===== config.mk =====
export PLATFORM = sky130hd
export DESIGN_NAME = hcordic_iter
export DESIGN_NICKNAME = d
export VERILOG_FILES = /design/src/rtl/hcordic_pkg.sv /design/src/rtl/hcordic_microrot.sv /design/src/rtl/hcordic_iter.sv
export SDC_FILE = /design/constraint.sdc
export NUM_CORES = 1
export LEC_CHECK = 0
export CORE_UTILIZATION = 60
export CTS_BUF_LIST = sky130_fd_sc_hd__clkbuf_8
export CTS_CLUSTER_SIZE = 20
export DETAILED_ROUTE_END_ITERATION = 10
export PLACE_DENSITY = 0.86
export SYNTH_ARGS = -nofsm -noshare
export SYNTH_HDL_FRONTEND = slang
export SYNTH_SLANG_ARGS = --single-unit

===== constraint.sdc =====
create_clock -name iClk -period 12.2 [get_ports iClk]
set_input_delay 3.05 -clock iClk [delete_from_list [all_inputs] [get_ports iClk]]
set_output_delay 3.05 -clock iClk [all_outputs]
set_load 0.05 [all_outputs]

===== src/rtl/hcordic_pkg.sv =====
// Shared state type and elaboration-time constants for the hyperbolic CORDIC.
// HCORDIC_GAIN_COMP_EN adds the GAIN state.
package hcordic_pkg;

  typedef enum logic [1:0] {
    ST_IDLE   = 2'd0,
    ST_ROTATE = 2'd1,
`ifdef HCORDIC_GAIN_COMP_EN
    ST_GAIN   = 2'd2,
`endif
    ST_DONE   = 2'd3
  } state_t;

  // Hyperbolic CORDIC only converges if these shifts are executed twice.
  function automatic bit is_repeat(input int i, input int iter);
    return (i == 4) || (i == 13) || ((i == 40) && (iter >= 40));
  endfunction

  function automatic int num_rot(input int iter);
    int n;
    n = iter;
    for (int k = 1; k <= iter; k++) begin
      if (is_repeat(k, iter)) n++;
    end
    return n;
  endfunction

  function automatic real pow2_neg(input int i);
    real t;
    t = 1.0;
    for (int k = 0; k < i; k++) t = t / 2.0;
    return t;
  endfunction

  // Real-to-integer cast rounds to nearest.
  function automatic longint to_fixed(input real v, input int fw);
    return longint'(v / pow2_neg(fw));
  endfunction

  // atanh(t) = t + t^3/3 + t^5/5 + ..., t = 2^-i.
  function automatic longint atanh_fixed(input int i, input int fw);
    real t, p, s;
    if (i <= 0) return 64'sd0;
    t = pow2_neg(i);
    p = t;
    s = 0.0;
    for (int n = 1; n < 80; n += 2) begin
      s = s + p / real'(n);
      p = p * t * t;
    end
    return to_fixed(s, fw);
  endfunction

  // 1/K_h as a fixed-point word; each set bit b is one term x >>> (fw - b).
  function automatic longint invk_terms(input int fw, input int iter);
    real k, f, t;
    k = 1.0;
    for (int i = 1; i <= iter; i++) begin
      t = pow2_neg(i);
      f = $sqrt(1.0 - t * t);
      k = k * f;
      if (is_repeat(i, iter)) k = k * f;
    end
    return to_fixed(1.0 / k, fw);
  endfunction

endpackage


===== src/rtl/hcordic_microrot.sv =====
// One combinational hyperbolic micro-rotation at shift i.
// The atanh(2^-i) table is fixed at elaboration.
module hcordic_microrot
  import hcordic_pkg::*;
#(
  parameter int DWIDTH    = 21,
  parameter int FRA_WIDTH = 16,
  parameter int IW        = 5
) (
  input  logic signed [DWIDTH-1:0] x,
  input  logic signed [DWIDTH-1:0] y,
  input  logic signed [DWIDTH-1:0] z,
  input  logic        [IW-1:0]     i,
  input  logic                     mode,
  output logic signed [DWIDTH-1:0] x_next,
  output logic signed [DWIDTH-1:0] y_next,
  output logic signed [DWIDTH-1:0] z_next
);

  logic signed [DWIDTH-1:0] atanh_tab [2**IW];

  for (genvar k = 0; k < 2**IW; k++) begin : g_tab
    localparam logic signed [DWIDTH-1:0] C = DWIDTH'(atanh_fixed(k, FRA_WIDTH));
    assign atanh_tab[k] = C;
  end

  logic signed [DWIDTH-1:0] xs, ys, at;
  logic                     d_pos;

  always_comb begin
    xs    = x >>> i;
    ys    = y >>> i;
    at    = atanh_tab[i];
    d_pos = mode ? y[DWIDTH-1] : ~z[DWIDTH-1];
    if (d_pos) begin
      x_next = x + ys;
      y_next = y + xs;
      z_next = z - at;
    end else begin
      x_next = x - ys;
      y_next = y - xs;
      z_next = z + at;
    end
  end

endmodule


===== src/rtl/hcordic_iter.sv =====
// Iterative hyperbolic CORDIC, one micro-rotation per cycle, result held until accepted.
// HCORDIC_GAIN_COMP_EN adds a one-cycle GAIN state that scales x and y by 1/K_h.
module hcordic_iter
  import hcordic_pkg::*;
#(
  parameter int INT_WIDTH = 4,
  parameter int FRA_WIDTH = 16,
  parameter int DWIDTH    = 1 + INT_WIDTH + FRA_WIDTH,
  parameter int ITER      = 16
) (
  input  logic                     iClk,
  input  logic                     iRst,
  input  logic                     iValid,
  output logic                     oReady,
  input  logic                     iMode,
  input  logic signed [DWIDTH-1:0] iX,
  input  logic signed [DWIDTH-1:0] iY,
  input  logic signed [DWIDTH-1:0] iZ,
  output logic                     oValid,
  input  logic                     iReady,
  output logic signed [DWIDTH-1:0] oX,
  output logic signed [DWIDTH-1:0] oY,
  output logic signed [DWIDTH-1:0] oZ
);

  localparam int IW = $clog2(ITER + 2);
  localparam logic [IW-1:0] I_LAST = IW'(ITER);

  state_t                   state, state_next;
  logic signed [DWIDTH-1:0] x, y, z, x_rot, y_rot, z_rot;
  logic                     mode, rep, rep_here, last_rot;
  logic [IW-1:0]            i;

  assign rep_here = is_repeat(int'(i), ITER);
  assign last_rot = (i == I_LAST) && (!rep_here || rep);

  hcordic_microrot #(
    .DWIDTH(DWIDTH), .FRA_WIDTH(FRA_WIDTH), .IW(IW)
  ) u_microrot (
    .x(x), .y(y), .z(z), .i(i), .mode(mode),
    .x_next(x_rot), .y_next(y_rot), .z_next(z_rot)
  );

`ifdef HCORDIC_GAIN_COMP_EN
  localparam logic [FRA_WIDTH:0] INVK = (FRA_WIDTH+1)'(invk_terms(FRA_WIDTH, ITER));
  logic signed [DWIDTH-1:0] x_gain, y_gain;

  always_comb begin
    x_gain = '0;
    y_gain = '0;
    for (int b = 0; b <= FRA_WIDTH; b++) begin
      if (INVK[b]) begin
        x_gain = x_gain + (x >>> (FRA_WIDTH - b));
        y_gain = y_gain + (y >>> (FRA_WIDTH - b));
      end
    end
  end
`endif

  always_ff @(posedge iClk or posedge iRst) begin
    if (iRst) state <= ST_IDLE;
    else      state <= state_next;
  end

  always_comb begin
    state_next = state;
    case (state)
      ST_IDLE:   if (iValid) state_next = ST_ROTATE;
`ifdef HCORDIC_GAIN_COMP_EN
      ST_ROTATE: if (last_rot) state_next = ST_GAIN;
      ST_GAIN:   state_next = ST_DONE;
`else
      ST_ROTATE: if (last_rot) state_next = ST_DONE;
`endif
      ST_DONE:   if (iReady) state_next = ST_IDLE;
      default:   state_next = ST_IDLE;
    endcase
  end

  always_comb begin
    oReady = (state == ST_IDLE);
    oValid = (state == ST_DONE);
    oX     = x;
    oY     = y;
    oZ     = z;
  end

  always_ff @(posedge iClk or posedge iRst) begin
    if (iRst) begin
      x    <= '0;
      y    <= '0;
      z    <= '0;
      mode <= 1'b0;
      i    <= IW'(1);
      rep  <= 1'b0;
    end else begin
      case (state)
        ST_IDLE: begin
          if (iValid) begin
            x    <= iX;
            y    <= iY;
            z    <= iZ;
            mode <= iMode;
            i    <= IW'(1);
            rep  <= 1'b0;
          end
        end
        ST_ROTATE: begin
          x <= x_rot;
          y <= y_rot;
          z <= z_rot;
          // First pass of a repeat index keeps i and arms the second pass.
          if (rep_here && !rep) begin
            rep <= 1'b1;
          end else begin
            rep <= 1'b0;
            i   <= i + IW'(1);
          end
        end
`ifdef HCORDIC_GAIN_COMP_EN
        ST_GAIN: begin
          x <= x_gain;
          y <= y_gain;
        end
`endif
        default: ;
      endcase
    end
  end

endmodule


==> results of run 1 <==
[logic make-up after synthesis]
group	synth area share, %
XOR/XNOR	8.22
multiplexers	13.7
buffers and inverters	5.07
AND/OR/NAND/NOR	17.0
AO/OA/AOI/OAI	28.2
flip-flops	17.8
adder cells (fa/ha/maj)	9.99
[critical path, delay by kind of cell, from the launching register on]
kind	cells	cell delay, ns
AOI/OAI and AO/OA	9	2.25
xor gates and xnor gates	2	0.32
adders and majority gates	1	0.34
buffers and inverters	2	0.97
DFF	1	1.00
muxes	1	0.44
and+or+nand+nor	4	0.94
[cell type report]
type,count,share of cell area [%]
inverter,33,1.06
sequential,72,15.5
timing repair buffer,153,12.6
clock buffer,10,1.18
clock inverter,6,0.428
multi-input combinational,1056,66.9
tap,220,2.35
[state kept, by name, summed over array words and instances (netlist names)]
signal / cells
i: 5
mode: 1
oX: 21
oY: 21
oZ: 21
rep: 1
state: 2
[Yosys cell counts, drive strengths merged, types with 6 or more instances]
cell type	instances	share of area (%)
a211oi	18	1.3
a21o	21	1.6
a21oi	106	5.2
a221o	10	0.99
a22oi	10	0.74
a31oi	19	1.2
and2	15	0.93
and3	10	0.62
buf	29	2.0
clkbuf	51	1.9
dfrtp	71	18
ha	76	9.4
inv	31	1.1
mux2	28	3.1
mux2i	35	3.5
mux4	32	7.2
nand2	114	4.2
nand2b	22	1.4
nand3	27	1.4
nor2	89	3.3
nor2b	6	0.37
nor3	22	1.1
nor3b	11	0.87
o211ai	11	0.82
o21a	17	1.3
o21ai	101	5.0
o21bai	10	0.74
o22a	18	1.6
o22ai	23	1.4
o31ai	6	0.49
or3	20	1.3
xnor2	52	4.5
xor2	43	3.7
[routing by layer]
metal / up-vias / wire, um / global-route usage, % / share of wire [%]
li1: 4842 / - / - / -
met1: 5095 / 13800 / 50.7 / 40
met2: 599 / 16400 / 66.4 / 47
met3: 133 / 2820 / 5.73 / 8.1
met4: 0 / 1650 / 21.1 / 4.7
met5: - / 0 / 0 / 0
[worst max-delay path by stage]
stage                     cells after the start  endpoint  from
final                                        19    oX[19]  i[0]
after global routing                         19    oX[19]  i[0]
after CTS                                    19    oX[19]  i[0]
after detailed placement                     19    oX[19]  i[0]
after global placement                       19    oX[19]  i[0]
after floorplan                              22    oX[19]  i[0]
[metrics by stage]
step                hold WS [ns]  instances  worst slack [ns]
floorplan                  0.445       1241              7.11
global placement           0.455       1534              6.03
detailed placement         0.466       1534              5.89
CTS                        0.487       1550              5.85
global route               0.509       1550              5.39
finish                     0.496       1550              5.78
==> flow_summary_export.csv, run 1 <==
group,metric,value,unit
synthesis,synth_ff_type,"dfrtp_1",
sta,worst_slew_pin_slew,1.21,ns
layout,diodes,0,
sta,setup_violations,0,
floorplan,io_pins,133,
worst_setup_path,cpMostUsedCell,"a21oi_1",
clock_network,cts_tree,"done",
worst_setup_path,timing.rr.start,"i[0]",
synthesis,synth.avg_cell_area,8.16,um^2
layout,finalInstanceArea,0.0117,mm^2
layout,drive_gt1_share,9.10,%
worst_setup_path,reg2reg_depth,19,
placement,place_area,0.0115,mm^2
sta,drv_slew,0,
detailed_routing,drc,0,
floorplan,fp.coreArea,0.0165,mm^2
clock_network,cts-buffers-inserted,9,
detailed_routing,wirelength,34.7,mm
clock_network,cts_max_level,3,
floorplan,num_rows,47,
clock_network,clk-insertion-delay-late,0.39,ns
synthesis,synth-edff-count,0,
worst_setup_path,cpPeakStageDelay,1.00,ns
clock_network,clockBufferDepth,2,
grt,grt_max_degree,73,
clock_network,clkTransAtPathRegs,0.09,ns
clock_network,cts-root-buf,"clkbuf_8",
sta,finClkSkew,0.0145,ns
detailed_routing,post_drt_wl_per_cell,22.4,um
worst_setup_path,path_cells,"buf_4, inv_1, mux2_2, a221o_1, a22oi_1, and4bb_2, and2_1, a21oi_1, xnor2_1, ha_1, and4_1, o21a_1, a2111oi_0, nor3_1, a41o_1, o41a_1, a211oi_1, xor2_1, a21oi_1",
sta,slew_headroom,19.3,%
clock_network,cts.sink_count,72,
worst_setup_path,cp-end-kind,"flip-flop",
min_path,hold_path.startpoint,"rep",
sta,fin_crit,6.42,ns
detailed_routing,first_iter_violations,1052,
layout,seq_area,0.00181,mm^2
worst_setup_path,r2r_setup_slack,5.78,ns
sta,rsz0062_at_grt,"false",
sta,finalCritPeriodShare,52.6,%
detailed_routing,ant_nets,0,
grt,grt-ovfl-total,0,
floorplan,die_w,132,um
worst_setup_path,crit_type,"reg -> reg",
worst_setup_path,crit_arrival,6.68,ns
detailed_routing,via_count,10700,
clock_network,cts_resized,0,
synthesis,yosysUniqueCellTypes,82,
worst_setup_path,cp_slowest_cell,"dfstp_2",
placement,place_congestion,1.03,
worst_setup_path,r2r-end,"oX[19]",
placement,port_buffers,132,
synthesis,synth.yosys.warnings,0,
synthesis,syn_inst,1241,
layout,n_fill_cell,1324,
synthesis,synth.cell_area,0.0101,mm^2
grt,first_global_vias,10400,
floorplan,die_area,0.0174,mm^2
grt,antenna_found_initial,1,
job,max_cap_viol_count,0,
placement,dp_hpwl,25.1,mm
clock_network,cts-hold-fix-buffers,0,
layout,multi_input_area,0.00782,mm^2
synthesis,ys_ff_latch,72,
layout,most-common-layout-cells,"clkdlybuf4s50_1 (132), nand2_1 (114), a21oi_1 (105), o21ai_0 (99), nor2_1 (87)",
grt,grt_pass1_wl,55.4,mm
floorplan,start_util,61.3,%
detailed_routing,viasPerCell,6.88,
layout,nets,1472,
layout,final_util,70.8,%
run_status,status,"finished clean",
min_path,hold_end,"rep",
worst_setup_path,required,12.46,ns
worst_setup_path,start_kind,"flip-flop",
sta,tns,0,ns
worst_setup_path,crit_fanout,30,
min_path,min_path_cells,1,
sta,finalHoldViolations,0,
min_path,hold_class,"reg -> reg",
sta,fmax,156,MHz
floorplan,die_y,132,um
synthesis,synth_async_sr_flop_share,100,%
layout,area_delta_synth_final,15.5,%
layout,final_common_cell,"clkdlybuf4s50_1",
synthesis,syn-num-nets,1388,
synthesis,ys_seq_area_share,17.8,%
grt,track_usage,40.1,%
detailed_routing,firstDrtPassIters,7,
clock_network,post_cts_buffers,0,
Power of run 1 is left out: the tool's default activity adds up to more than one toggle a clock period on the data nets, which glitch-free logic cannot reach.
==> inputs of run 2 (changes only) <==
--- a/config.mk
+++ b/config.mk
@@ -5,11 +5,11 @@
 export SDC_FILE = /design/constraint.sdc
 export NUM_CORES = 1
 export LEC_CHECK = 0
-export CORE_UTILIZATION = 60
+export CORE_UTILIZATION = 53
 export CTS_BUF_LIST = sky130_fd_sc_hd__clkbuf_8
 export CTS_CLUSTER_SIZE = 20
 export DETAILED_ROUTE_END_ITERATION = 10
-export PLACE_DENSITY = 0.86
+export PLACE_DENSITY = 0.8
 export SYNTH_ARGS = -nofsm -noshare
 export SYNTH_HDL_FRONTEND = slang
 export SYNTH_SLANG_ARGS = --single-unit
==> constraint.sdc (replaced) <==
create_clock -name iClk -period 5.5 [get_ports iClk]
set_input_delay 1.375 -clock iClk [delete_from_list [all_inputs] [get_ports iClk]]
set_output_delay 1.375 -clock iClk [all_outputs]
set_load 0.05 [all_outputs]
==> run 2 against run 1 <==
Hold slack gained 0.015 ns. First-iteration DRC count shrank 2.4%. Count of clock-buffer cells in the layout shrank 1. Clock skew grew 0.011 ns. Final cell count grew 4.7%. Sequential cell count is the same. Fmax grew 23%. Highest routed layer unchanged. Global-route usage shrank 2.7 points. Critical path type unchanged. Critical path depth shrank 1. Wire length grew 5.8%.
==> flow_summary_export.csv, run 2 (synthesized netlist as in run 1, its figures left out) <==
group,metric,value,unit
run_status,status,"finished clean",
placement,placed_cells,1607,
sta,finalCritPeriodShare,94.5,%
floorplan,die_area,0.0197,mm^2
grt,antenna_found_initial,1,
layout,final_common_cell,"clkdlybuf4s50_1",
detailed_routing,post_drt_wl_per_cell,22.6,um
detailed_routing,wirelength,36.7,mm
clock_network,cts_max_level,3,
sta,fmax,192,MHz
floorplan,die_w,140,um
job,max_cap_viol_count,0,
worst_setup_path,required,5.76,ns
worst_setup_path,cp-end-kind,"flip-flop",
clock_network,cts-root-buf,"clkbuf_8",
worst_setup_path,crit_arrival,5.46,ns
grt,first_global_vias,10200,
placement,port_buffers,132,
worst_setup_path,reg2reg_depth,18,
worst_setup_path,r2r_setup_slack,0.30,ns
clock_network,clk-insertion-delay-late,0.40,ns
detailed_routing,ant_nets,0,
sta,fin_crit,5.20,ns
worst_setup_path,r2r-end,"oX[19]",
sta,worst_hold_slack,0.511,ns
floorplan,fp.coreArea,0.0187,mm^2
grt,grt-ovfl-total,0,
detailed_routing,first_iter_violations,1027,
min_path,hold_class,"reg -> reg",
grt,grt_pass1_wl,57.0,mm
floorplan,io_pins,133,
clock_network,post_cts_buffers,0,
clock_network,clkTransAtPathRegs,0.09,ns
sta,rsz0062_at_grt,"false",
layout,fin_cells,1623,
sta,tns,0,ns
min_path,min_path_cells,1,
min_path,hold_path.startpoint,"rep",
detailed_routing,viasPerCell,6.64,
clock_network,cts.sink_count,72,
worst_setup_path,crit_type,"reg -> reg",
sta,finClkSkew,0.0250,ns
layout,nets,1531,
layout,diodes,0,
grt,grt_max_degree,44,
clock_network,cts-buffers-inserted,9,
sta,setup_violations,0,
layout,most-common-layout-cells,"clkdlybuf4s50_1 (132), nand2_1 (114), a21oi_1 (105), o21ai_0 (98), nor2_1 (87)",
worst_setup_path,crit_fanout,22,
floorplan,start_util,54.1,%
placement,place_congestion,1.08,
sta,drv_slew,0,
sta,finalHoldViolations,0,
clock_network,clockBufferDepth,2,
clock_network,cts_tree,"done",
sta,slew_headroom,48.9,%
worst_setup_path,timing.rr.start,"i[2]",
worst_setup_path,start_kind,"flip-flop",
placement,dp_hpwl,27.9,mm
detailed_routing,via_count,10800,
grt,track_usage,37.4,%
layout,drive_gt1_share,13.1,%
layout,n_fill_cell,1624,
floorplan,die_y,140,um
layout,area_delta_synth_final,20.6,%
floorplan,num_rows,50,
min_path,hold_end,"rep",
sta,worst_slew_pin_slew,0.759,ns
detailed_routing,firstDrtPassIters,6,
detailed_routing,drc,0,
run 2: changes by cell type in the layout (fill, tap and decap cells not counted), moves of 2 or more:
cell / change
buf_4: +56
clkinv_4: -2
buf_12: +3
mux2i_1: -2
run 2: layout make-up:
type | count | area [um^2] | area share (%)
Clock buffer | 9 | 124 | 1.01
Timing Repair Buffer | 212 | 1960 | 16.1
Multi-Input combinational cell | 1056 | 7850 | 64.3
Clock inverter | 7 | 48.8 | 0.400
Inverter | 33 | 124 | 1.01
Sequential cell | 72 | 1810 | 14.8
Tap cell | 234 | 293 | 2.40
run 2: how the worst max path moves through the flow:
stage,from,end,slack [ns],cells after the start
2_1_floorplan,i[0],oX[19],0.41,22
3_3_place_gp,i[1],oX[19],0.29,19
3_5_place_dp,i[1],oX[19],0.30,19
4_1_cts,i[1],oX[19],0.27,19
5_1_grt,i[2],oX[19],0.003,18
6_report,i[2],oX[19],0.30,18
run 2: repair_timing:
item,CTS,global route
setup endpoints to repair,0,3
resized for setup,0,7
hold buffers,0,0
run 2: stage by stage:
step | setup slack, ns | cell area [um^2] | util [%]
after global placement | 0.286 | 12000 | 64.2
final | 0.303 | 12200 | 65.2
after floorplan | 0.412 | 10100 | -
after detailed placement | 0.300 | 12000 | 64.2
after global routing | 0.00278 | 12200 | 65.2
after CTS | 0.273 | 12200 | 65.1
run 2: metal layers:
layer / share of wire [%] / wire length, um / GRT usage (%) / vias up
met4: 4.2 / 1540 / 18.3 / 0
met2: 47 / 17400 / 64.1 / 531
met3: 7.1 / 2620 / 4.10 / 92
met5: 0 / 0 / 0 / -
met1: 41 / 15100 / 46.8 / 5180
li1: - / - / - / 4966
run 2: critical path: stages (launching register included):
cell,delay (ns)
dfrtp_2,0.68
mux4_2,0.45
mux2_2,0.34
a221o_1,0.33
a22oi_1,0.25
and4bb_2,0.27
and2_1,0.14
a21oi_1,0.08
xnor2_1,0.16
ha_1,0.30
and4_1,0.22
o21a_1,0.13
a2111oi_1,0.36
nor3_1,0.17
a41o_1,0.30
o41a_1,0.35
a211oi_1,0.27
xor2_1,0.17
a21oi_1,0.08
Power of run 2 is left out for the same reason.
